**src/rtl/axi_rd_arbiter.sv**
```systemverilog
`default_nettype none
// ============================================================================
// axi_rd_arbiter : round-robin AR arbiter for two masters onto one slave
//                  read port, with R-burst routing back to the granted master.
// Revision 1.0
// ============================================================================
module axi_rd_arbiter #(
  parameter int ID_BITS   = 4,
  parameter int IDS_BITS  = 8,
  parameter int ADDR_BITS = 32,
  parameter int DATA_BITS = 32,
  parameter int LEN_BITS  = 4,
  parameter int SIZE_BITS = 3
) (
  input  logic                 AXI_CLK_i,
  input  logic                 AXI_RST_i,
  // master 0 AR
  input  logic [ID_BITS-1:0]   ARID_M0_i,
  input  logic [ADDR_BITS-1:0] ARADDR_M0_i,
  input  logic [LEN_BITS-1:0]  ARLEN_M0_i,
  input  logic [SIZE_BITS-1:0] ARSIZE_M0_i,
  input  logic [1:0]           ARBURST_M0_i,
  input  logic                 ARVALID_M0_i,
  output logic                 ARREADY_M0_o,
  // master 1 AR
  input  logic [ID_BITS-1:0]   ARID_M1_i,
  input  logic [ADDR_BITS-1:0] ARADDR_M1_i,
  input  logic [LEN_BITS-1:0]  ARLEN_M1_i,
  input  logic [SIZE_BITS-1:0] ARSIZE_M1_i,
  input  logic [1:0]           ARBURST_M1_i,
  input  logic                 ARVALID_M1_i,
  output logic                 ARREADY_M1_o,
  // master 0 R
  output logic [ID_BITS-1:0]   RID_M0_o,
  output logic [DATA_BITS-1:0] RDATA_M0_o,
  output logic [1:0]           RRESP_M0_o,
  output logic                 RLAST_M0_o,
  output logic                 RVALID_M0_o,
  input  logic                 RREADY_M0_i,
  // master 1 R
  output logic [ID_BITS-1:0]   RID_M1_o,
  output logic [DATA_BITS-1:0] RDATA_M1_o,
  output logic [1:0]           RRESP_M1_o,
  output logic                 RLAST_M1_o,
  output logic                 RVALID_M1_o,
  input  logic                 RREADY_M1_i,
  // slave AR
  output logic [IDS_BITS-1:0]  ARID_S_o,
  output logic [ADDR_BITS-1:0] ARADDR_S_o,
  output logic [LEN_BITS-1:0]  ARLEN_S_o,
  output logic [SIZE_BITS-1:0] ARSIZE_S_o,
  output logic [1:0]           ARBURST_S_o,
  output logic                 ARVALID_S_o,
  input  logic                 ARREADY_S_i,
  // slave R
  input  logic [IDS_BITS-1:0]  RID_S_i,
  input  logic [DATA_BITS-1:0] RDATA_S_i,
  input  logic [1:0]           RRESP_S_i,
  input  logic                 RLAST_S_i,
  input  logic                 RVALID_S_i,
  output logic                 RREADY_S_o,
  output logic                 ERR_o
);

  typedef enum logic [1:0] {
    ST_IDLE = 2'd0,
    ST_ADDR = 2'd1,
    ST_DATA = 2'd2
  } state_t;

  localparam int TAG_BITS = IDS_BITS - ID_BITS;

  state_t               state_q,   state_d;
  logic                 last_q,    last_d;
  logic                 grant_q,   grant_d;
  logic                 err_q,     err_d;
  logic                 arvalid_q, arvalid_d;
  logic [IDS_BITS-1:0]  arid_q,    arid_d;
  logic [ADDR_BITS-1:0] araddr_q,  araddr_d;
  logic [LEN_BITS-1:0]  arlen_q,   arlen_d;
  logic [SIZE_BITS-1:0] arsize_q,  arsize_d;
  logic [1:0]           arburst_q, arburst_d;
  logic [LEN_BITS-1:0]  beat_q,    beat_d;

  logic                 req_any;
  logic                 winner;
  logic                 in_data;
  logic                 rready_g;
  logic                 r_hs;
  logic [IDS_BITS-1:0]  tagged_id;
  logic [TAG_BITS-1:0]  grant_tag;

  assign req_any = ARVALID_M0_i | ARVALID_M1_i;
  // On a tie the master that was not served last wins; otherwise the sole requester.
  assign winner  = (ARVALID_M0_i & ARVALID_M1_i) ? ~last_q : ARVALID_M1_i;
  assign in_data = (state_q == ST_DATA);

  always_comb begin
    tagged_id                = '0;
    tagged_id[ID_BITS]       = winner;
    tagged_id[ID_BITS-1:0]   = winner ? ARID_M1_i : ARID_M0_i;
    grant_tag                = '0;
    grant_tag[0]             = grant_q;
  end

  // Gated by reset so no master sees an accept that the reset would discard.
  assign ARREADY_M0_o = AXI_RST_i & (state_q == ST_IDLE) & req_any & ~winner;
  assign ARREADY_M1_o = AXI_RST_i & (state_q == ST_IDLE) & req_any &  winner;

  assign ARID_S_o    = arid_q;
  assign ARADDR_S_o  = araddr_q;
  assign ARLEN_S_o   = arlen_q;
  assign ARSIZE_S_o  = arsize_q;
  assign ARBURST_S_o = arburst_q;
  assign ARVALID_S_o = arvalid_q;
  assign ERR_o       = err_q;

  assign rready_g   = grant_q ? RREADY_M1_i : RREADY_M0_i;
  assign RREADY_S_o = in_data & rready_g;
  assign r_hs       = in_data & RVALID_S_i & rready_g;

  always_comb begin
    RID_M0_o    = '0;
    RDATA_M0_o  = '0;
    RRESP_M0_o  = '0;
    RLAST_M0_o  = 1'b0;
    RVALID_M0_o = 1'b0;
    RID_M1_o    = '0;
    RDATA_M1_o  = '0;
    RRESP_M1_o  = '0;
    RLAST_M1_o  = 1'b0;
    RVALID_M1_o = 1'b0;
    if (in_data) begin
      if (grant_q) begin
        RID_M1_o    = RID_S_i[ID_BITS-1:0];
        RDATA_M1_o  = RDATA_S_i;
        RRESP_M1_o  = RRESP_S_i;
        RLAST_M1_o  = RLAST_S_i;
        RVALID_M1_o = RVALID_S_i;
      end else begin
        RID_M0_o    = RID_S_i[ID_BITS-1:0];
        RDATA_M0_o  = RDATA_S_i;
        RRESP_M0_o  = RRESP_S_i;
        RLAST_M0_o  = RLAST_S_i;
        RVALID_M0_o = RVALID_S_i;
      end
    end
  end

  always_comb begin
    state_d   = state_q;
    last_d    = last_q;
    grant_d   = grant_q;
    err_d     = err_q;
    arvalid_d = arvalid_q;
    arid_d    = arid_q;
    araddr_d  = araddr_q;
    arlen_d   = arlen_q;
    arsize_d  = arsize_q;
    arburst_d = arburst_q;
    beat_d    = beat_q;

    case (state_q)
      ST_IDLE: begin
        if (req_any) begin
          arid_d    = tagged_id;
          araddr_d  = winner ? ARADDR_M1_i  : ARADDR_M0_i;
          arlen_d   = winner ? ARLEN_M1_i   : ARLEN_M0_i;
          arsize_d  = winner ? ARSIZE_M1_i  : ARSIZE_M0_i;
          arburst_d = winner ? ARBURST_M1_i : ARBURST_M0_i;
          grant_d   = winner;
          beat_d    = '0;
          arvalid_d = 1'b1;
          state_d   = ST_ADDR;
        end
      end
      ST_ADDR: begin
        if (ARREADY_S_i) begin
          arvalid_d = 1'b0;
          state_d   = ST_DATA;
        end
      end
      ST_DATA: begin
        if (r_hs) begin
          beat_d = beat_q + LEN_BITS'(1);
          if (RLAST_S_i) begin
            if (beat_q != arlen_q) begin
              err_d = 1'b1;
            end
            last_d  = grant_q;
            state_d = ST_IDLE;
          end
        end
      end
      default: begin
        state_d = ST_IDLE;
      end
    endcase

    // Stray beats outside DATA are dropped (RREADY_S_o is low) but flagged.
    if (RVALID_S_i && !in_data) begin
      err_d = 1'b1;
    end
    if (RVALID_S_i && in_data && (RID_S_i[IDS_BITS-1:ID_BITS] != grant_tag)) begin
      err_d = 1'b1;
    end
  end

  always_ff @(posedge AXI_CLK_i or negedge AXI_RST_i) begin
    if (!AXI_RST_i) begin
      state_q   <= ST_IDLE;
      last_q    <= 1'b1;
      grant_q   <= 1'b0;
      err_q     <= 1'b0;
      arvalid_q <= 1'b0;
      arid_q    <= '0;
      araddr_q  <= '0;
      arlen_q   <= '0;
      arsize_q  <= '0;
      arburst_q <= '0;
      beat_q    <= '0;
    end else begin
      state_q   <= state_d;
      last_q    <= last_d;
      grant_q   <= grant_d;
      err_q     <= err_d;
      arvalid_q <= arvalid_d;
      arid_q    <= arid_d;
      araddr_q  <= araddr_d;
      arlen_q   <= arlen_d;
      arsize_q  <= arsize_d;
      arburst_q <= arburst_d;
      beat_q    <= beat_d;
    end
  end

endmodule
`default_nettype wire

```
**config.mk**
```make
export PLATFORM = sky130hd
export DESIGN_NAME = axi_rd_arbiter
export DESIGN_NICKNAME = d
export VERILOG_FILES = /design/src/rtl/axi_rd_arbiter.sv
export SDC_FILE = /design/constraint.sdc
export NUM_CORES = 1
export LEC_CHECK = 0
export ABC_AREA = 1
export CORE_ASPECT_RATIO = 0.8
export CORE_UTILIZATION = 29
export CTS_BUF_LIST = sky130_fd_sc_hd__clkbuf_16
export CTS_CLUSTER_SIZE = 25
export DETAILED_ROUTE_END_ITERATION = 8
export PLACE_DENSITY = 0.78
export SETUP_SLACK_MARGIN = 0.02
export SYNTH_ARGS = -nofsm -noshare
export SYNTH_HDL_FRONTEND = slang
export SYNTH_SLANG_ARGS = --single-unit
```
**constraint.sdc**
```tcl
create_clock -name AXI_CLK_i -period 1.3 [get_ports AXI_CLK_i]
set_clock_uncertainty 0.1 [all_clocks]
set_input_delay 0.325 -clock AXI_CLK_i [delete_from_list [all_inputs] [get_ports AXI_CLK_i]]
set_output_delay 0.325 -clock AXI_CLK_i [all_outputs]
set_load 0.02 [all_outputs]
```
==> impl_metrics.tcl <==
set metrics [dict create \
    syn_area_mm2 0.00316 \
    cap_violations 0 \
    clkTransAtPathRegs_ns 0.08 \
    grt_pass1_wl_um 23000 \
    synth.top_cells.by_area "dfrtp_1 43%, nor2_1 16%, nand2_1 9.6%" \
    slowest_stage "dfrtp_1" \
    cp_num_buf_inv 4 \
    hold_viol_final 0 \
    yosys.area.top_type "dfrtp_1" \
    slowest_delay_ns 0.39 \
    ir_drop_mv 1.24 \
    diodes 0 \
    die-area_mm2 0.0113 \
    cts.sinks 55 \
    violations "setup timing" \
    required_ns 0.88 \
    grt_antenna_before_repair 0 \
    yosysSeqAreaShare 0.436 \
    synth_async_sr_flop_share 1.00 \
    finalSetupTns_ns -73.37 \
    setup_violations 139 \
    tightest_slew_ns 0.732 \
    grt_pass1_vias 4382 \
    initial_core_util 0.303 \
    slew_headroom 0.512 \
    yosysUniqueCellTypes 23 \
    end_kind "output port" \
    numCtsBuffers 5 \
    clock_latency_ns 0.30 \
    outcome "finished with violations" \
    critPathArrivalTime_ns 1.51 \
    dr.pass1.iters 4 \
    drive_gt1_frac 0.452 \
    worst_slack_ns -0.634 \
    grt_max_degree 56 \
    synth_area_per_cell_um2 6.73 \
    die_y_um 95.4 \
    worstPathMaxFanout 8 \
    yosysTopAreaCellShare 0.427 \
    ant_nets 0 \
    ys.flop_type "dfrtp_1" \
    io_pins 275 \
    syn2layout_area_growth_pct 155 \
    clk_path_buf_depth 2 \
    hold_path.class "input port to asynchronous set/reset pin" \
    drt_iter0_drc 222 \
    die_width_um 119 \
    period_share 1.49 \
    yosys_warnings 0 \
    num_vias 4485 \
    critical_path.cell_chain "inv_2, nand2_4, clkinv_4, nand2_8, buf_12, nor2_4, buf_6" \
    yosys.cell_count.top_type "nor2_1" \
    p_per_area_mw_per_mm2 1960 \
    place_congestion 0.861 \
    placed_area_mm2 0.00681 \
    grt_overflow 0 \
    port_buffers 271 \
    cts_tree "done" \
    vias_per_cell 4.74 \
    core_area_mm2 0.0104 \
    cp-start-kind "flip-flop" \
    cts_root_buf "clkbuf_16" \
    cts.htree.levels 2 \
    synth.ff_latch_count 55 \
    routed_wl_um 17100 \
    wl_per_cell_um 18.1 \
    crit_family "buffers and inverters" \
    final.min_clock_period_ns 1.93 \
    max_freq_ghz 0.517 \
    rsz0062_at_grt "true" \
    synth-edff-count 0 \
    n_fill_cell 713 \
    p_leak_nw 3.68 \
    ys_top_cells_by_count "137 x nor2_1, 81 x nand2_1, 57 x inv_1" \
    gr-usage-all-layers 0.263 \
    post-route-util 0.774 \
    worstSetupPathType "flip-flop to output port" \
    final_cell_area_mm2 0.00808 \
    hpwl_um 10700 \
    synth_cells 470 \
    drv_slew 0 \
    drc 0 \
    nNetsFinal 948 \
    row_count 33 \
]
## layout by cell type, fill, tap and decap left out, types with 3 or more instances in the layout
cell,n
nor2_1,53
nand2_8,3
nand2_1,60
buf_2,6
clkbuf_16,15
clkdlybuf4s50_1,137
nand3_1,3
buf_6,109
buf_16,6
o21ai_1,69
inv_1,51
buf_8,5
nand2_2,15
buf_4,70
nand2_4,4
inv_2,5
nor2_4,84
o22ai_1,4
o21ai_2,23
buf_12,11
conb_1,3
dfrtp_1,54
## layout make-up
cell class / instances / area [um^2] / share of cell area
clock buffer: 5 / 125 / 0.0155
multi-input combinational: 328 / 2240 / 0.277
sequential: 55 / 1380 / 0.170
clock inverter: 3 / 11.3 / 0.00139
timing repair buffer: 357 / 3920 / 0.484
inverter: 59 / 236 / 0.0293
tap: 140 / 175 / 0.0217
## final timing paths
check / startpoint / endpoint / slack, ns / cells past startpoint
worst max-delay path: state_q[0]$_DFFE_PN0P_ / RDATA_M0_o[9] / -0.63 / 7
worst min-delay path: AXI_RST_i / ARBURST_S_o[0]$_DFFE_PN0P_ / 0.11 / 2
worst max register to register: state_q[0]$_DFFE_PN0P_ / ARADDR_S_o[27]$_DFFE_PN0P_ / -0.54 / 11
worst min register to register: last_q$_DFFE_PN1P_ / last_q$_DFFE_PN1P_ / 0.38 / 2
max in group asynchronous: AXI_RST_i / ARADDR_S_o[22]$_DFFE_PN0P_ / 0.49 / 2
min in group AXI_CLK_i: last_q$_DFFE_PN1P_ / last_q$_DFFE_PN1P_ / 0.38 / 2
## state kept, by name, indices dropped and copies added, names as in the netlist
register and count:
grant_q 1, ARADDR_S_o 32, ARID_S_o 4, ARLEN_S_o 4, beat_q 4, ARVALID_S_o 1
ARSIZE_S_o 3, ARBURST_S_o 2, last_q 1, ERR_o 1, state_q 2
## repair_timing
action	4_1_cts	5_1_grt
setup buffers	12	30
cloned	10	13
pin swaps	7	37
hold buffers	0	0
setup endpoints to repair	186	179
gates resized for setup	737	140
## power by group
group	switching [mW]	leakage (nW)	total, mW	internal (mW)
combinational	5.58	2.94	11.4	5.80
clock	0.635	0.0701	1.33	0.697
sequential	0.598	0.668	3.13	2.53
## per-stage QoR
stage / hold WS [ns] / total power, mW / instances / setup slack, ns
floorplan: -0.0706 / 7.39 / 472 / -0.239
global placement: 0.373 / 10.8 / 885 / -1.01
detailed placement: 0.376 / 11.0 / 885 / -0.998
CTS: 0.116 / 13.4 / 912 / -0.686
global route: 0.173 / 16.6 / 947 / -0.697
finish: 0.111 / 15.8 / 947 / -0.634
## cells by family (layout without fill, tap and decap cells)
| family | count (synthesis) | after routing | share of synthesized area |
|---|---|---|---|
| adders and majority gates | 1 | 1 | 0.00396 |
| other | 1 | 3 | 0.00119 |
| and+or+nand+nor | 225 | 225 | 0.272 |
| AOI/OAI and AO/OA | 98 | 98 | 0.157 |
| xor gates and xnor gates | 1 | 1 | 0.00277 |
| DFF | 55 | 55 | 0.436 |
| buffers and inverters | 89 | 424 | 0.127 |
## per-layer routing
layer,share of wire,global-route usage,vias to the layer above,wire (um)
met5,0,0,-,0
met4,0.029,0.103,0,496
met3,0.053,0.0478,41,904
met2,0.53,0.469,179,9060
met1,0.39,0.318,2136,6670
li1,-,-,2129,-
Note: power is estimated with default switching activity, not from simulation.
